===== src/rtl/game_of_life_host_if.sv =====
// Command/response channel between a board producer and game_of_life_host.
// The master side issues boards and generation counts and collects evolved boards.
interface game_of_life_host_if #(
  parameter int ROW   = 6,
  parameter int COL   = 6,
  parameter int GEN_W = 8
);
  localparam int N = ROW * COL;

  logic             cmd_valid;
  logic             cmd_ready;
  logic [N-1:0]     cmd_board;
  logic [GEN_W-1:0] cmd_gens;
  logic             res_valid;
  logic             res_ready;
  logic [N-1:0]     res_board;

  modport master (
    output cmd_valid, cmd_board, cmd_gens, res_ready,
    input  cmd_ready, res_valid, res_board
  );

  modport slave (
    input  cmd_valid, cmd_board, cmd_gens, res_ready,
    output cmd_ready, res_valid, res_board
  );
endinterface


===== src/rtl/game_of_life_host.sv =====
// Host-side sequencer for the GameOfLifeInterface serial port: serially loads a board,
// runs the core for the requested generations, then serially reads the result back.
module game_of_life_host #(
  parameter int ROW   = 6,
  parameter int COL   = 6,
  parameter int GEN_W = 8
) (
  input  logic                clk,
  input  logic                rst,
  game_of_life_host_if.slave  host,
  output logic                busy,
  output logic                run,
  output logic                write_read_not,
  output logic                serial_in,
  input  logic                serial_out
);
  localparam int N     = ROW * COL;
  localparam int CNT_W = $clog2(N + 2);
  localparam logic [CNT_W-1:0] LAST    = CNT_W'(N);
  localparam logic [CNT_W-1:0] CNT_ONE = CNT_W'(1);
  localparam logic [GEN_W-1:0] GEN_ONE = GEN_W'(1);
  localparam logic [GEN_W-1:0] GEN_MAX = '1;

  typedef enum logic [2:0] {IDLE, LOAD, RUN, READ, DONE} state_t;

  state_t           state, state_next;
  logic [N-1:0]     board, board_next;
  logic [GEN_W-1:0] gens, gens_next;
  logic [CNT_W-1:0] bit_cnt, bit_cnt_next;
  logic [GEN_W-1:0] gen_cnt, gen_cnt_next;
  logic             cmd_ready, cmd_ready_next;
  logic             res_valid, res_valid_next;
  logic [N-1:0]     res_board, res_board_next;
  logic             busy_next, run_next, wrn_next, serial_in_next;

  assign host.cmd_ready = cmd_ready;
  assign host.res_valid = res_valid;
  assign host.res_board = res_board;

  always_ff @(posedge clk) begin
    if (rst) begin
      state          <= IDLE;
      board          <= '0;
      gens           <= '0;
      bit_cnt        <= '0;
      gen_cnt        <= '0;
      cmd_ready      <= 1'b1;
      res_valid      <= 1'b0;
      res_board      <= '0;
      busy           <= 1'b0;
      run            <= 1'b0;
      write_read_not <= 1'b1;
      serial_in      <= 1'b0;
    end else begin
      state          <= state_next;
      board          <= board_next;
      gens           <= gens_next;
      bit_cnt        <= bit_cnt_next;
      gen_cnt        <= gen_cnt_next;
      cmd_ready      <= cmd_ready_next;
      res_valid      <= res_valid_next;
      res_board      <= res_board_next;
      busy           <= busy_next;
      run            <= run_next;
      write_read_not <= wrn_next;
      serial_in      <= serial_in_next;
    end
  end

  // Every output is registered, so each branch computes what the pins show in the next state.
  always_comb begin
    state_next     = state;
    board_next     = board;
    gens_next      = gens;
    bit_cnt_next   = bit_cnt;
    gen_cnt_next   = gen_cnt;
    cmd_ready_next = cmd_ready;
    res_valid_next = res_valid;
    res_board_next = res_board;
    run_next       = run;
    wrn_next       = write_read_not;
    serial_in_next = serial_in;

    case (state)
      IDLE: begin
        if (host.cmd_valid && cmd_ready) begin
          state_next     = LOAD;
          board_next     = host.cmd_board;
          gens_next      = host.cmd_gens;
          bit_cnt_next   = CNT_ONE;
          gen_cnt_next   = '0;
          cmd_ready_next = 1'b0;
          run_next       = 1'b0;
          wrn_next       = 1'b1;
          serial_in_next = host.cmd_board[0];
        end
      end
      LOAD: begin
        if (bit_cnt == LAST) begin
          serial_in_next = 1'b0;
          if (gens != '0) begin
            state_next   = RUN;
            run_next     = 1'b1;
            gen_cnt_next = GEN_ONE;
          end else begin
            state_next   = READ;
            wrn_next     = 1'b0;
            bit_cnt_next = '0;
          end
        end else begin
          serial_in_next = board[bit_cnt];
          bit_cnt_next   = bit_cnt + CNT_ONE;
        end
      end
      RUN: begin
        if (gen_cnt >= gens) begin
          state_next   = READ;
          run_next     = 1'b0;
          wrn_next     = 1'b0;
          bit_cnt_next = '0;
        end else if (gen_cnt != GEN_MAX) begin
          gen_cnt_next = gen_cnt + GEN_ONE;
        end
      end
      READ: begin
        // The interface needs one read edge to present its first bit, so that sample is dropped.
        if (bit_cnt != '0) begin
          res_board_next[bit_cnt - CNT_ONE] = serial_out;
        end
        if (bit_cnt == LAST) begin
          state_next     = DONE;
          res_valid_next = 1'b1;
          wrn_next       = 1'b1;
        end else begin
          bit_cnt_next = bit_cnt + CNT_ONE;
        end
      end
      DONE: begin
        if (host.res_ready) begin
          state_next     = IDLE;
          res_valid_next = 1'b0;
          cmd_ready_next = 1'b1;
        end
      end
      default: state_next = IDLE;
    endcase

    busy_next = (state_next != IDLE);
  end
endmodule


===== src/flat_wrapper.sv =====
// flat-port wrapper written by rule: the top's interface ports become plain ports
module game_of_life_host_flat 
#(
  parameter int ROW   = 6,
  parameter int COL   = 6,
  parameter int GEN_W = 8
)
  (clk, rst, busy, run, write_read_not, serial_in, serial_out, host_cmd_valid, host_cmd_board, host_cmd_gens, host_res_ready, host_cmd_ready, host_res_valid, host_res_board);
  game_of_life_host_if #(.ROW(ROW), .COL(COL), .GEN_W(GEN_W)) host_i ();
  input  logic clk;
  input  logic rst;
  output logic busy;
  output logic run;
  output logic write_read_not;
  output logic serial_in;
  input  logic serial_out;
  input wire logic [$bits(host_i.cmd_valid)-1:0] host_cmd_valid;
  input wire logic [$bits(host_i.cmd_board)-1:0] host_cmd_board;
  input wire logic [$bits(host_i.cmd_gens)-1:0] host_cmd_gens;
  input wire logic [$bits(host_i.res_ready)-1:0] host_res_ready;
  output wire logic [$bits(host_i.cmd_ready)-1:0] host_cmd_ready;
  output wire logic [$bits(host_i.res_valid)-1:0] host_res_valid;
  output wire logic [$bits(host_i.res_board)-1:0] host_res_board;
  assign host_i.cmd_valid = host_cmd_valid;
  assign host_i.cmd_board = host_cmd_board;
  assign host_i.cmd_gens = host_cmd_gens;
  assign host_i.res_ready = host_res_ready;
  assign host_cmd_ready = host_i.cmd_ready;
  assign host_res_valid = host_i.res_valid;
  assign host_res_board = host_i.res_board;
  game_of_life_host #(.ROW(ROW), .COL(COL), .GEN_W(GEN_W)) u_core (.clk(clk), .rst(rst), .host(host_i), .busy(busy), .run(run), .write_read_not(write_read_not), .serial_in(serial_in), .serial_out(serial_out));
endmodule

===== config.mk =====
export PLATFORM = sky130hd
export DESIGN_NAME = game_of_life_host_flat
export DESIGN_NICKNAME = d
export VERILOG_FILES = /design/src/rtl/game_of_life_host_if.sv /design/src/rtl/game_of_life_host.sv /design/src/flat_wrapper.sv
export SDC_FILE = /design/constraint.sdc
export NUM_CORES = 1
export LEC_CHECK = 0
export ABC_AREA = 0
export CAP_MARGIN = 20
export CORE_MARGIN = 2
export CORE_UTILIZATION = 52
export DETAILED_ROUTE_END_ITERATION = 6
export PLACE_DENSITY = 0.83
export SYNTH_ARGS = -nofsm -noshare
export SYNTH_HDL_FRONTEND = slang
export SYNTH_SLANG_ARGS = --single-unit

===== constraint.sdc =====
create_clock -name clk -period 2.95 [get_ports clk]
set_input_delay 0.7375 -clock clk [delete_from_list [all_inputs] [get_ports clk]]
set_output_delay 0.7375 -clock clk [all_outputs]
set_load 0.01 [all_outputs]

==> impl_metrics.csv <==
group,metric,value,unit
clocking,clockBufferDepth,2,
clocking,h-tree-depth,3,
timing,finalSetupViolCount,0,
timing,rsz0062_at_grt,"false",
finish,antennaDiodeCount,0,
clocking,cts_sinks,103,
worst_setup_path,cp.required,3250,ps
die,row_count,35,
die,die_h,101,um
die,start_util,0.534,
yosys,ys_seq_elements,103,
clocking,cts-root-buf,"clkbuf_8",
yosys,synth_edf_count,0,
grt,first_global_vias,4298,
place,port_buffers,90,
detailed_routing,wl_per_cell,14.2,um
worst_setup_path,cp-start-kind,"flop",
grt,antenna_found_initial,0,
timing,finalSetupTns,0,ps
yosys,synth_ff_type,"dfxtp_1",
grt,grt_pass1_wl,18900,um
yosys,post_synth.cell_area_avg,8.11,um^2
timing,fin_crit,2670,ps
grt,grt_start_max_net_pins,53,
detailed_routing,firstDrtPassIters,5,
yosys,seq_area_frac_synth,0.418,
clocking,cts_buffers,9,
yosys,yosysWarnings,0,
grt,grt_usage,0.225,
yosys,synth_cell_types,63,
yosys,netlist_area,4930,um^2
grt,top_usage_layer,"met2",
place,dp_hpwl,8250,um
power_and_ir_drop,power_density,473,nW/um^2
finish,finalNonFillerCells,813,
finish,final_common_cell,"nand2_1",
finish,nets,739,
finish,drive_gt1_frac,0.0702,
die,ioPinCount,91,
timing,period_share,0.905,
detailed_routing,drc,0,
grt,met3_usage,0.0352,
power_and_ir_drop,vdd_drop_max,0.000297,V
finish,syn_to_final_growth,23.8,%
finish,n_fill_cell,756,
yosys,synth_area_leaders,"dfxtp_1 (42%), nand2_1 (9.4%), a21oi_1 (7.7%)",
grt,use_met2,0.381,
detailed_routing,dr_total_vias,4587,
die,coreArea,9240,um^2
grt,use_met1,0.292,
detailed_routing,ant_nets,0,
clocking,clk_pin_slew,100,ps
timing,max_freq,375,MHz
detailed_routing,viasPerCell,5.64,
die,die_x,101,um
run_status,run_status,"completed",
timing,hold_viol,0,
timing,tightest_slew,623,ps
yosys,postSynthCellCount,608,
grt,grt_remaining_overflow,0,
place,dpl.cell_count,797,
yosys,async_flop_share,0,
finish,layout_common_cells,"nand2_1 (124), dfxtp_1 (103), clkdlybuf4s50_1 (89)",
worst_setup_path,crit_arrival,2970,ps
min_path,hold_class,"reg2reg",
clocking,tritoncts,"yes",
timing,max_slew_margin,0.582,
flow_run,max_cap_viol_count,0,
place,gp_congestion,0.884,
yosys,synth_top_area_cell,"dfxtp_1",
clocking,clock_latency,370,ps
worst_setup_path,crit_fanout,9,
timing,slew_violations,0,
timing,fin_skew,19.9,ps
die,die_area,10300,um^2
clocking,cts_setup_buffers,0,
detailed_routing,drt_iter0_drc,324,
worst_setup_path,critPathKind,"reg2reg",
detailed_routing,routed_wl,11600,um
power_and_ir_drop,leakagePower,2.17,nW
worst_setup_path,worst_setup_path_end_kind,"flop",
timing,hold_slack,458,ps
yosys,yosysTopAreaCellShare,0.418,
yosys,synth_nets,668,
## cells by family after synthesis
family,share of synthesized area
and+or+nand+nor,0.240
AOI/OAI and AO/OA,0.174
DFF,0.418
buffers and inverters,0.0482
muxes,0.0850
adders and majority gates,0.0279
xor gates and xnor gates,0.00710
## critical path, stage by stage (launching register included)
cell       delay, ps
dfxtp_1          390
inv_1             80
ha_1             290
nand2b_1         140
a2111oi_1        510
o311a_1          320
o211ai_2         200
or4_1            520
a21oi_1          140
## Yosys cell counts, types with 4 or more instances
| library cell | count |
|---|---|
| nor3_1 | 12 |
| and3_1 | 6 |
| a21o_1 | 4 |
| nor2_1 | 36 |
| nand3b_1 | 5 |
| ha_1 | 11 |
| o21ai_0 | 17 |
| inv_1 | 16 |
| nand4_1 | 5 |
| a21oi_1 | 76 |
| or4_1 | 5 |
| nand2b_1 | 4 |
| nand3_1 | 37 |
| nor4_1 | 5 |
| nand2_1 | 124 |
| dfxtp_1 | 103 |
| mux2i_1 | 25 |
| mux4_2 | 7 |
| nor2b_1 | 7 |
| clkbuf_1 | 40 |
## routing by layer
layer  wire, um  part of all wire  vias up
met5          0                 0        -
met4        195             0.017        0
met3        552             0.048       19
met2       5550              0.48      151
met1       5260              0.45     2141
li1           -                 -     2276
## through the flow
stage / util / worst slack, ps / instance area [um^2] / power [mW]
6_report: 0.661 / 280 / 6110 / 2.89
5_1_grt: 0.661 / 88.4 / 6110 / 3.02
4_1_cts: 0.661 / 279 / 6110 / 2.89
3_5_place_dp: 0.641 / 272 / 5930 / 2.09
3_3_place_gp: 0.641 / 355 / 5930 / 2.07
2_1_floorplan: - / 403 / 4930 / 1.90
## registers in the layout (all words and copies together) (netlist names)
signal                 cells
u_core.host.res_valid      1
u_core.busy                1
u_core.gens                8
u_core.board              36
u_core.host.cmd_ready      1
u_core.host.res_board     36
u_core.write_read_not      1
u_core.bit_cnt             6
u_core.serial_in           1
u_core.run                 1
u_core.state               3
u_core.gen_cnt             8
## layout make-up
type | instances | area, um^2 | area share
multi-input combinational | 444 | 2640 | 0.431
sequential | 103 | 2060 | 0.338
timing repair buffer | 105 | 1010 | 0.165
tap | 129 | 161 | 0.0264
clock buffer | 10 | 128 | 0.0209
inverter | 16 | 60.1 | 0.00983
clock inverter | 6 | 53.8 | 0.00881
## repair_timing
item / in CTS / in global routing
endpoints found under the setup margin: 0 / 1
resized for setup: 0 / 1
hold endpoints to repair: 0 / 0
hold buffers: 0 / 0
## final timing paths
path,end,slack [ps],from,cells past startpoint
hold reg to reg,u_core.host.res_board[24]$_SDFFE_PP0P_,460,u_core.host.res_board[24]$_SDFFE_PP0P_,2
hold / removal,u_core.host.res_board[24]$_SDFFE_PP0P_,460,u_core.host.res_board[24]$_SDFFE_PP0P_,2
setup / recovery,u_core.gen_cnt[3]$_SDFFE_PP0P_,280,u_core.gen_cnt[0]$_SDFFE_PP0P_,8
setup reg to reg,u_core.gen_cnt[3]$_SDFFE_PP0P_,280,u_core.gen_cnt[0]$_SDFFE_PP0P_,8
## where the power goes
part / internal, mW / switching, mW
clock: 0.321 / 0.502
sequential: 1.45 / 0.0367
combinational: 0.238 / 0.338
Power figures use the tool's default switching activity.
